### config.mk
export PLATFORM = sky130hd
export DESIGN_NAME = exp_taylor_unit
export DESIGN_NICKNAME = d
export VERILOG_FILES = /design/src/rtl/exp_taylor_unit.sv
export SDC_FILE = /design/constraint.sdc
export NUM_CORES = 1
export LEC_CHECK = 0
export CORE_UTILIZATION = 55
export CTS_CLUSTER_DIAMETER = 120
export DETAILED_ROUTE_END_ITERATION = 12
export PLACE_DENSITY = 0.75
export SLEW_MARGIN = 5
export SYNTH_ARGS = -nofsm -noshare
export SYNTH_HDL_FRONTEND = slang
export SYNTH_SLANG_ARGS = --single-unit
export TNS_END_PERCENT = 20
### constraint.sdc
create_clock -name clk -period 22.3 [get_ports clk]
set_input_delay 2.23 -clock clk [delete_from_list [all_inputs] [get_ports clk]]
set_output_delay 2.23 -clock clk [all_outputs]
set_load 0.01 [all_outputs]
### src/rtl/exp_taylor_unit.sv
// Fixed-point e^x (x in [0,1)) by iterative Taylor series, one term per clock.
// Build option: define EXP_SAT_EN to clamp the accumulator on overflow instead of wrapping.
module exp_taylor_unit #(
   parameter int XW    = 16,
   parameter int FW    = 16,
   parameter int IW    = 2,
   parameter int TERMS = 8
) (
   input  logic          clk,
   input  logic          rst,
   input  logic          start,
   input  logic [XW-1:0] x,
   output logic          busy,
   output logic          done,
   output logic [IW-1:0] intpart,
   output logic [FW-1:0] fracpart,
   output logic [1:0]    dbg_state_o
);

   // Handshake: start is sampled on a rising edge only in IDLE or DONE; while busy
   // it is ignored. done is a one-cycle pulse, result held until the next completion.

   typedef enum logic [1:0] {
      S_IDLE = 2'd0,
      S_CALC = 2'd1,
      S_DONE = 2'd2
   } state_t;

   localparam int KW = $clog2(TERMS);
   localparam int AW = IW + FW;
   localparam int PXW = FW + XW + 1;
   localparam int PRW = 2 * FW + 2;

   localparam logic [FW:0]    ONE_TERM = {1'b1, {FW{1'b0}}};
   localparam logic [AW-1:0]  ONE_ACC  = AW'(1) << FW;
   localparam logic [KW-1:0]  K_FIRST  = KW'(1);
   localparam logic [KW-1:0]  K_LAST   = KW'(TERMS - 1);

   // recip_tab[k] = floor(2^FW / k); entry 0 is never addressed.
   logic [FW:0] recip_tab [TERMS];

   for (genvar g = 0; g < TERMS; g++) begin : g_recip
      assign recip_tab[g] = (g == 0) ? '0 : (FW+1)'((64'd1 << FW) / ((g == 0) ? 1 : g));
   end

   state_t         state_q;
   logic [XW-1:0]  x_q;
   logic [FW:0]    term_q;
   logic [AW-1:0]  acc_q;
   logic [KW-1:0]  k_q;
   logic           busy_q;
   logic           done_q;
   logic [AW-1:0]  res_q;

   logic [PXW-1:0] prod_x;
   logic [FW:0]    scaled;
   logic [PRW-1:0] prod_r;
   logic [FW:0]    term_d;
   logic [AW-1:0]  acc_d;

`ifdef EXP_SAT_EN
   logic           sat_q;
   logic           sat_d;
   logic [AW:0]    sum;
`endif

   // Both products truncate: term*x drops XW bits, then the 1/k scale drops FW bits.
   always_comb begin
      prod_x = PXW'(term_q) * PXW'(x_q);
      scaled = (FW+1)'(prod_x >> XW);
      prod_r = PRW'(scaled) * PRW'(recip_tab[k_q]);
      term_d = (FW+1)'(prod_r >> FW);
`ifdef EXP_SAT_EN
      sum    = {1'b0, acc_q} + (AW+1)'(term_d);
      sat_d  = sat_q | sum[AW];
      acc_d  = sat_d ? '1 : sum[AW-1:0];
`else
      acc_d  = acc_q + AW'(term_d);
`endif
   end

   always_ff @(posedge clk or posedge rst) begin
      if (rst) begin
         state_q <= S_IDLE;
         x_q     <= '0;
         term_q  <= '0;
         acc_q   <= '0;
         k_q     <= '0;
         busy_q  <= 1'b0;
         done_q  <= 1'b0;
         res_q   <= '0;
`ifdef EXP_SAT_EN
         sat_q   <= 1'b0;
`endif
      end else begin
         done_q <= 1'b0;
         case (state_q)
            S_IDLE, S_DONE: begin
               if (start) begin
                  x_q     <= x;
                  term_q  <= ONE_TERM;
                  acc_q   <= ONE_ACC;
                  k_q     <= K_FIRST;
                  busy_q  <= 1'b1;
                  state_q <= S_CALC;
`ifdef EXP_SAT_EN
                  sat_q   <= 1'b0;
`endif
               end else begin
                  state_q <= S_IDLE;
               end
            end
            S_CALC: begin
               term_q <= term_d;
               acc_q  <= acc_d;
               k_q    <= k_q + 1'b1;
`ifdef EXP_SAT_EN
               sat_q  <= sat_d;
`endif
               if (k_q == K_LAST) begin
                  res_q   <= acc_d;
                  busy_q  <= 1'b0;
                  done_q  <= 1'b1;
                  state_q <= S_DONE;
               end
            end
            default: state_q <= S_IDLE;
         endcase
      end
   end

   assign busy        = busy_q;
   assign done        = done_q;
   assign intpart     = res_q[AW-1:FW];
   assign fracpart    = res_q[FW-1:0];
   assign dbg_state_o = state_q;

endmodule

== Yosys cells after proc, flatten, opt, wreduce, memory -nomap -nowiden ==
Memory sizes are Yosys's and may differ from the RTL's.
Index checks and enable logic that the tools add are counted.
Cells by class
  $add $sub $neg: 2
  $mul: 2
  magnitude comparators: 1
  equal/unequal tests: 5
  mux-type cells: 16
  bitwise operators: 1
  reduce and logical (&&, ||, !) cells: 7
Operators by type and width (count)
  17-bit two-way mux: 3
  18-bit one-hot mux with 2 select lines: 1
  17-bit one-hot mux with 2 select lines: 1
  17-bit by 16-bit multiplier with 33-bit output: 1
  17-bit by 17-bit multiplier with 33-bit output: 1
  18-bit by 17-bit adder with 18-bit output: 1
  18-bit two-way mux: 1
  3-bit one-hot mux with 2 select lines: 1
  2-bit AND reduction: 3
  1-bit two-way mux: 5
  4-bit >= comparator, second input constant: 1
  2-bit inequality test, second input constant: 2
  3-bit NOT with 4-bit output: 1
  2-bit one-hot mux with 2 select lines: 1
  3-bit by 1-bit adder with 3-bit output, second input constant: 1
  3-bit equality test, second input constant: 1
  3-bit two-way mux: 1
  3-bit AND reduction: 1
  2-bit by 1-bit equality test with 1-bit output, second input constant: 1
  2-bit equality test, second input constant: 1
  2-bit logical NOT: 1
  2-bit two-way mux: 1
  1-bit one-hot mux with 2 select lines: 1
  2-bit nonzero test: 1
  2-bit OR reduction: 1
Word-level totals
  flip-flop bits (word level): 76
  memory bits (read-only): 136
  input bits: 19
  output and inout bits: 22
  memories: 1
Memory list
  (name not given): words 8, width 17, read ports 1, clocked after Yosys merged registers in 0, write ports 0, RTL line 71  | prod_r = PRW'(scaled) * PRW'(recip_tab[k_q]);

== Logic depth before layout (Yosys ltp) ==
Gate-level depths: netlist of the first run.
  word-level depth: 7
  mapped depth: 55
  mapped depth without buffers: 54

== Least setup slack after synthesis of the first run ==
No wires, ideal clock.
  kind: flip-flop to flip-flop
  from: register x_q[1]
  to: register res_q[17]
  setup time: 0.130 ns
  arrival: 13.551 ns
  required time: 22.170 ns
  setup slack: 8.618 ns
  stages on the path, launching flop included: 53
  path buffers: 1
  path through: dfrtp_1 clkbuf_1 nand2_1 fa_1 fa_1 fa_1 inv_1 fa_1 fa_1 inv_1 fa_1 inv_1 ha_1 a21oi_1 a31oi_1 a2111oi_1 o21bai_1 a31o_2 [17 not listed] a21oi_1 o211ai_1 a31oi_1 o21ba_2 o21ba_2 o21ai_0 a211o_1 and2_1 ha_1 and2_1 o211ai_1 o31ai_1 o41ai_1 o21ai_0 a21o_1 a21oi_1 xnor2_1 o21ai_0
Between the ends
  cells in the longest elaborated chain, start to end: 3
RTL lines
  from (decl): RTL line 47  | logic [XW-1:0] x_q;
  from (signal assigned): RTL line 85  | x_q <= '0;
  from (signal assigned): RTL line 100  | x_q <= x;
  17-bit by 16-bit multiplier with 33-bit output: RTL line 69  | prod_x = PXW'(term_q) * PXW'(x_q);
  17-bit by 17-bit multiplier with 33-bit output: RTL line 71
  18-bit by 17-bit adder with 18-bit output: RTL line 78  | acc_d = acc_q + AW'(term_d);
  to (signal assigned): RTL line 91  | res_q <= '0;
  to (signal assigned): RTL line 121  | res_q <= acc_d;
  to (decl): RTL line 53  | logic [AW-1:0] res_q;
No other way between the ends.
A chain may end at the register's enable or synchronous reset.

== Worst setup path in the final report of the first run ==
  from: register term_q[11]
  to: register res_q[17]
Between the ends
  cells in the longest elaborated chain, start to end: 3
RTL lines
  from (decl): RTL line 48  | logic [FW:0] term_q;
  from (signal assigned): RTL line 114  | term_q <= term_d;
  17-bit by 16-bit multiplier with 33-bit output: RTL line 69
  17-bit by 17-bit multiplier with 33-bit output: RTL line 71
  18-bit by 17-bit adder with 18-bit output: RTL line 78
No other way between the ends.

==> results of run 1 <==
[layer usage]
| layer | part of all wire [%] | wire, um |
|---|---|---|
| met5 | 0 | 0 |
| met4 | 4.0 | 2180 |
| met3 | 6.5 | 3560 |
| met2 | 49 | 26800 |
| met1 | 40 | 22000 |
[kinds of logic (layout without fill, tap and decap cells)]
logic type / count (synthesis) / in the layout / share of synthesized area, %
AO/OA/AOI/OAI: 222 / 222 / 7.39
AND/OR/NAND/NOR: 640 / 640 / 14.4
buffers and inverters: 581 / 583 / 10.5
flip-flops: 76 / 76 / 9.08
multiplexers: 23 / 23 / 1.22
adder cells (fa/ha/maj): 658 / 658 / 54.5
XOR/XNOR: 68 / 68 / 2.88
[cell type report]
cell class	count	area share, %
multi-input combinational	1611	76.1
inverter	511	8.67
sequential	76	8.59
tap	511	2.89
timing repair buffer	56	2.35
clock buffer	9	1.02
clock inverter	7	0.362
[flip-flops by register name, indices dropped and copies added, names as in the netlist]
signal and count:
term_q 17, res_q 18, dbg_state_o 2, busy 1, acc_q 18, x_q 16, done 1, k_q 3
[cell usage in the layout, fill, tap and decap left out, drive strengths merged, types with 9 or more instances in the layout]
master	n
nand2b	11
a21oi	50
ha	233
o21ai	49
xnor2	43
nand3	15
fa	425
nand2	272
xor2	25
inv	512
clkbuf	9
a31oi	16
a22o	17
dfrtp	76
and2	179
buf	16
nor2	113
clkdlybuf4s50	40
nor2b	9
a21o	30
mux2	20
[stage by stage]
stage	setup slack [ps]	instance area [um^2]	instances	utilization [%]	hold WS, ps
after floorplan	8620	21000	2268	-	456
after global placement	7030	21800	2765	58.1	458
after detailed placement	6740	21800	2765	58.1	465
after CTS	6650	22200	2781	58.9	480
after global routing	5800	22200	2781	58.9	517
final	6560	22200	2781	58.9	480
[critical path: cells and delay by family, from the launching register on]
| kind | cells | cell delay, ps |
|---|---|---|
| buffers and inverters | 9 | 450 |
| and+or+nand+nor | 4 | 810 |
| adders and majority gates | 15 | 7050 |
| xor gates and xnor gates | 2 | 870 |
| AOI/OAI and AO/OA | 21 | 5500 |
| DFF | 1 | 900 |
[path summary, 6_finish.rpt]
path / endpoint / slack, ps / depth (start not counted)
worst max-delay path: res_q[17]$_DFFE_PP0P_ / 6560 / 51
worst min-delay path: busy$_DFFE_PP0P_ / 480 / 1
worst max register to register: res_q[17]$_DFFE_PP0P_ / 6560 / 51
worst min register to register: busy$_DFFE_PP0P_ / 480 / 1
max in group asynchronous: acc_q[10]$_DFFE_PP0P_ / 19160 / 3
min in group asynchronous: x_q[7]$_DFFE_PP0P_ / 2500 / 3
==> impl_metrics.json, run 1 <==
{
  "slew_headroom_pct": 16.3,
  "worst_ep_required_time_ps": 22520,
  "cts_max_level": 3,
  "clock_skew_ps": 12.9,
  "clock_insertion_delay_worst_skew_ps": 350,
  "n_fill_cell": 3270,
  "hold_path.startpoint": "busy$_DFFE_PP0P_",
  "rsz_0062_raised_after_global_routing": "false",
  "io_pins": 41,
  "num_antenna_cells": 0,
  "crit_type": "reg -> reg",
  "grt_pass1_vias": 17200,
  "status": "finished clean",
  "gpl.final_weighted_congestion": 0.953,
  "worst_setup_path_end_kind": "register",
  "report.final.slew_viol_count": 0,
  "dominantRegCellSynth": "dfrtp_1",
  "drt-pass1-iter-count": 6,
  "global_route.usage.met3_pct": 3.55,
  "cts_tree": "built",
  "ctsLongestPathBuffers": 2,
  "synth_enable_flop_cells": 0,
  "timing.final.crit_period_ps": 15740,
  "grt_overflow_total": 0,
  "register_area_um2": 1900,
  "critical_path_arrival_ps": 15960,
  "floorplan.die.height_um": 197,
  "slowest_stage": "dfrtp_1",
  "tightestPinTransition_ps": 1250,
  "layout-area-overhead-vs-synth_pct": 5.70,
  "dp_hpwl_um": 45200,
  "worstPathMaxFanout": 17,
  "via_to_cell_ratio": 5.59,
  "post_synth_inst_count": 2268,
  "die-area_um2": 38900,
  "die_x_um": 197,
  "wl_um": 54500,
  "post_cts_resized": 0,
  "numClockSinks": 76,
  "yosysUniqueCellTypes": 69,
  "worstSetupStartpoint": "term_q[11]$_DFFE_PP0P_",
  "synth-warning-count": 0,
  "io_buffers": 40,
  "async_flop_share_pct": 100,
  "cts-buffers-inserted": 9,
  "synth_common_cells": "inv_1 (509), fa_1 (425), nand2_1 (272), ha_1 (233), and2_1 (179)",
  "cts.reportedPaths.clkPinSlew_ps": 70,
  "initial_core_util_pct": 55.8,
  "holdBufCountCts": 0,
  "achievable-frequency_mhz": 63.5,
  "clock_root_cell": "clkbuf_16",
  "postCtsSetupBuffers": 0,
  "report.final.hold_viol_count": 0,
  "hold_class": "reg -> reg",
  "grt_antenna_before_repair": 0,
  "drive_above_1_share_pct": 3.30,
  "synth.top_cell.area_share_pct": 40.6,
  "design.core.area_um2": 37600,
  "synth.ff_latch_count": 76,
  "syn-mean-instance-area_um2": 9.24,
  "maximum_number_of_pins_on_one_net_before_global_route_repair": 77,
  "global_route.peak_usage_layer": "met2",
  "dominant_cells_by_area_after_synthesis": "fa_1 (41%), ha_1 (14%), inv_1 (9.1%)",
  "wl_per_cell_um": 19.6,
  "grt_pass1_wl_um": 90600,
  "use_met2_pct": 52.1,
  "fin_nets": 2942,
  "globalRouteMet1Util_pct": 39.3,
  "period_share_pct": 70.6,
  "drt-initial-drc-count": 971,
  "synth_area_leader_cell": "fa_1",
  "seq_area_frac_synth_pct": 9.08,
  "grt_util_all_layers_pct": 30.3,
  "drc": 0,
  "worstReg2RegStart": "term_q[11]$_DFFE_PP0P_",
  "synth.most_common_cell": "inv_1",
  "fin_tns_setup_ps": 0,
  "multiInputGateArea_um2": 16900,
  "maxCapViolations": 0,
  "num_rows": 71,
  "syn_nets": 2945,
  "post_synth_instance_area_um2": 21000,
  "num_vias": 15600,
  "critical_path.most_common_cell": "fa_1",
  "finalSetupViolations": 0,
  "drtAntennaViolNets": 0,
  "cp-start-kind": "register",
  "timing.critical_path.slowest_cell_delay_ps": 900
}
Power of run 1 is left out: the tool's default activity adds up to more than one toggle a clock period on the data nets, which glitch-free logic cannot reach.
==> inputs of run 2 (changes only) <==
Settings changed: PLACE_DENSITY 0.75 to 0.78.
Clock period 22.3 ns to 13 ns, I/O delays scaled along.
==> run 2 against run 1 <==
Net effect:
- the flow now finishes with violations (negative setup slack)
- flip-flop and latch count is the same
- wire length grew 8.4%
- final area rose by 13%
- clock skew fell by 7.6 ps
- register-to-register slack got worse by 6600 ps
- first-iteration DRC count increased by 3.4%
- global-route usage increased by 2.2 points
- setup slack worse by 6600 ps
- non-clock buffer count rose by 288
- largest cell class unchanged
- highest routed layer is now met5
==> impl_metrics.json, run 2 (synthesis gave the netlist of run 1 again) <==
{
  "drtAntennaViolNets": 0,
  "maximum_number_of_pins_on_one_net_before_global_route_repair": 77,
  "failing_checks": "negative setup slack",
  "num_rows": 71,
  "via_to_cell_ratio": 5.49,
  "status": "finished, violations left",
  "period_share_pct": 101,
  "initial_core_util_pct": 55.8,
  "die-area_um2": 38900,
  "clock_insertion_delay_worst_skew_ps": 350,
  "cp-start-kind": "register",
  "tightestPinTransition_ps": 1130,
  "smallest_setup_slack_after_layout_ps": -69.9,
  "worst_setup_path_end_kind": "register",
  "worst_r2r_path_depth": 48,
  "holdBufCountCts": 0,
  "grt_util_all_layers_pct": 32.5,
  "finalSetupViolations": 10,
  "grt_antenna_before_repair": 3,
  "wl_um": 59100,
  "drt-pass1-iter-count": 5,
  "design.core.area_um2": 37600,
  "critical_path.most_common_cell": "fa_1",
  "dp_worst_setup_slack_ps": -664,
  "gpl.final_weighted_congestion": 0.972,
  "num_vias": 16900,
  "drt-initial-drc-count": 1004,
  "die_x_um": 197,
  "worst_ep_required_time_ps": 13230,
  "timing.hold.worst_path_depth": 2,
  "grt_overflow_total": 0,
  "wl_per_cell_um": 19.3,
  "maxCapViolations": 0,
  "most_common_library_cell_in_the_layout_ignoring_fill_and_taps": "inv_1",
  "timing.hold.ws_ps": 480,
  "slew_headroom_pct": 24.5,
  "cts_max_level": 3,
  "hold_class": "reg -> reg",
  "cts_tree": "built",
  "io_pins": 41,
  "floorplan.die.height_um": 197,
  "timing.final.crit_period_ps": 13070,
  "cts.reportedPaths.clkPinSlew_ps": 60,
  "critical_path_arrival_ps": 13300,
  "cts-buffers-inserted": 9,
  "drive_above_1_share_pct": 17.8,
  "worstPathMaxFanout": 12,
  "slowest_stage": "fa_1",
  "ctsLongestPathBuffers": 2,
  "report.final.slew_viol_count": 0,
  "timing.critical_path.slowest_cell_delay_ps": 580,
  "rsz_0062_raised_after_global_routing": "true",
  "numClockSinks": 76,
  "crit_type": "reg -> reg",
  "largest_registers_ranked_by_flip_flop_count": "acc_q x18, res_q x18, term_q x17",
  "grt_pass1_vias": 19000,
  "mostFrequentLayoutCells": "inv_1 (502), fa_1 (418), buf_4 (291)",
  "drc": 0,
  "layout-area-overhead-vs-synth_pct": 19.2,
  "clock_skew_ps": 5.29,
  "dp_hpwl_um": 49300,
  "achievable-frequency_mhz": 76.5,
  "report.final.hold_viol_count": 0,
  "io_buffers": 40,
  "fin_nets": 3230,
  "clock_root_cell": "clkbuf_16",
  "grt_pass1_wl_um": 97200
}
==> run 2: layout make-up <==
class / instances / area [um^2]
diodes: 1 / 2.50
multi-input cells: 1611 / 17400
clock inverters: 6 / 48.8
well taps: 511 / 639
fillers: 2905 / 12600
repair buffers: 344 / 2790
flip-flops and latches: 76 / 1920
clock buffers: 10 / 229
inverters: 511 / 1920
==> run 2: routing by layer <==
layer  wire [um]  track usage [%]  part of all wire (%)  vias to the layer above
li1            -                -                     -                     7483
met1       22700             40.0                    38                     8536
met2       29600             56.7                    50                      633
met3        3990             5.29                   6.8                      199
met4        2800             13.6                   4.7                        4
met5          23                0                 0.039                        -
==> run 2: timing repair <==
action,CTS,global route
pin swaps,54,51
hold endpoints to repair,0,0
gates cloned,1,0
buffers inserted,29,16
endpoints found under the setup margin,24,26
resized for setup,70,51
==> run 2: path summary, 6_finish.rpt <==
path	startpoint	slack, ps	end
worst max-delay path	term_q[8]$_DFFE_PP0P_	-70	res_q[17]$_DFFE_PP0P_
worst min-delay path	res_q[3]$_DFFE_PP0P_	480	res_q[3]$_DFFE_PP0P_
worst max register to register	term_q[8]$_DFFE_PP0P_	-70	res_q[17]$_DFFE_PP0P_
worst min register to register	res_q[3]$_DFFE_PP0P_	480	res_q[3]$_DFFE_PP0P_
max in group asynchronous	rst	10700	term_q[4]$_DFFE_PP0P_
min in group asynchronous	rst	1580	x_q[13]$_DFFE_PP0P_
==> run 2: per-stage QoR <==
step / utilization, % / instances / cell area [um^2] / TNS [ps]
final: 66.5 / 3070 / 25000 / -394
after global routing: 66.5 / 3069 / 25000 / -7110
after CTS: 65.4 / 3054 / 24600 / 0
after detailed placement: 63.2 / 3008 / 23800 / -8600
after global placement: 63.2 / 3008 / 23800 / -3310
after floorplan: - / 2268 / 21000 / -30.8
==> run 2: critical path: cells and delay by family, from the launching register on <==
kind            cells  cell delay, ps
compound gates     15            2900
xor+xnor            2             430
fa+ha+maj          15            6970
buf+inv            11            1230
flops               1             410
simple gates        5             980
Power of run 2 is left out for the same reason.
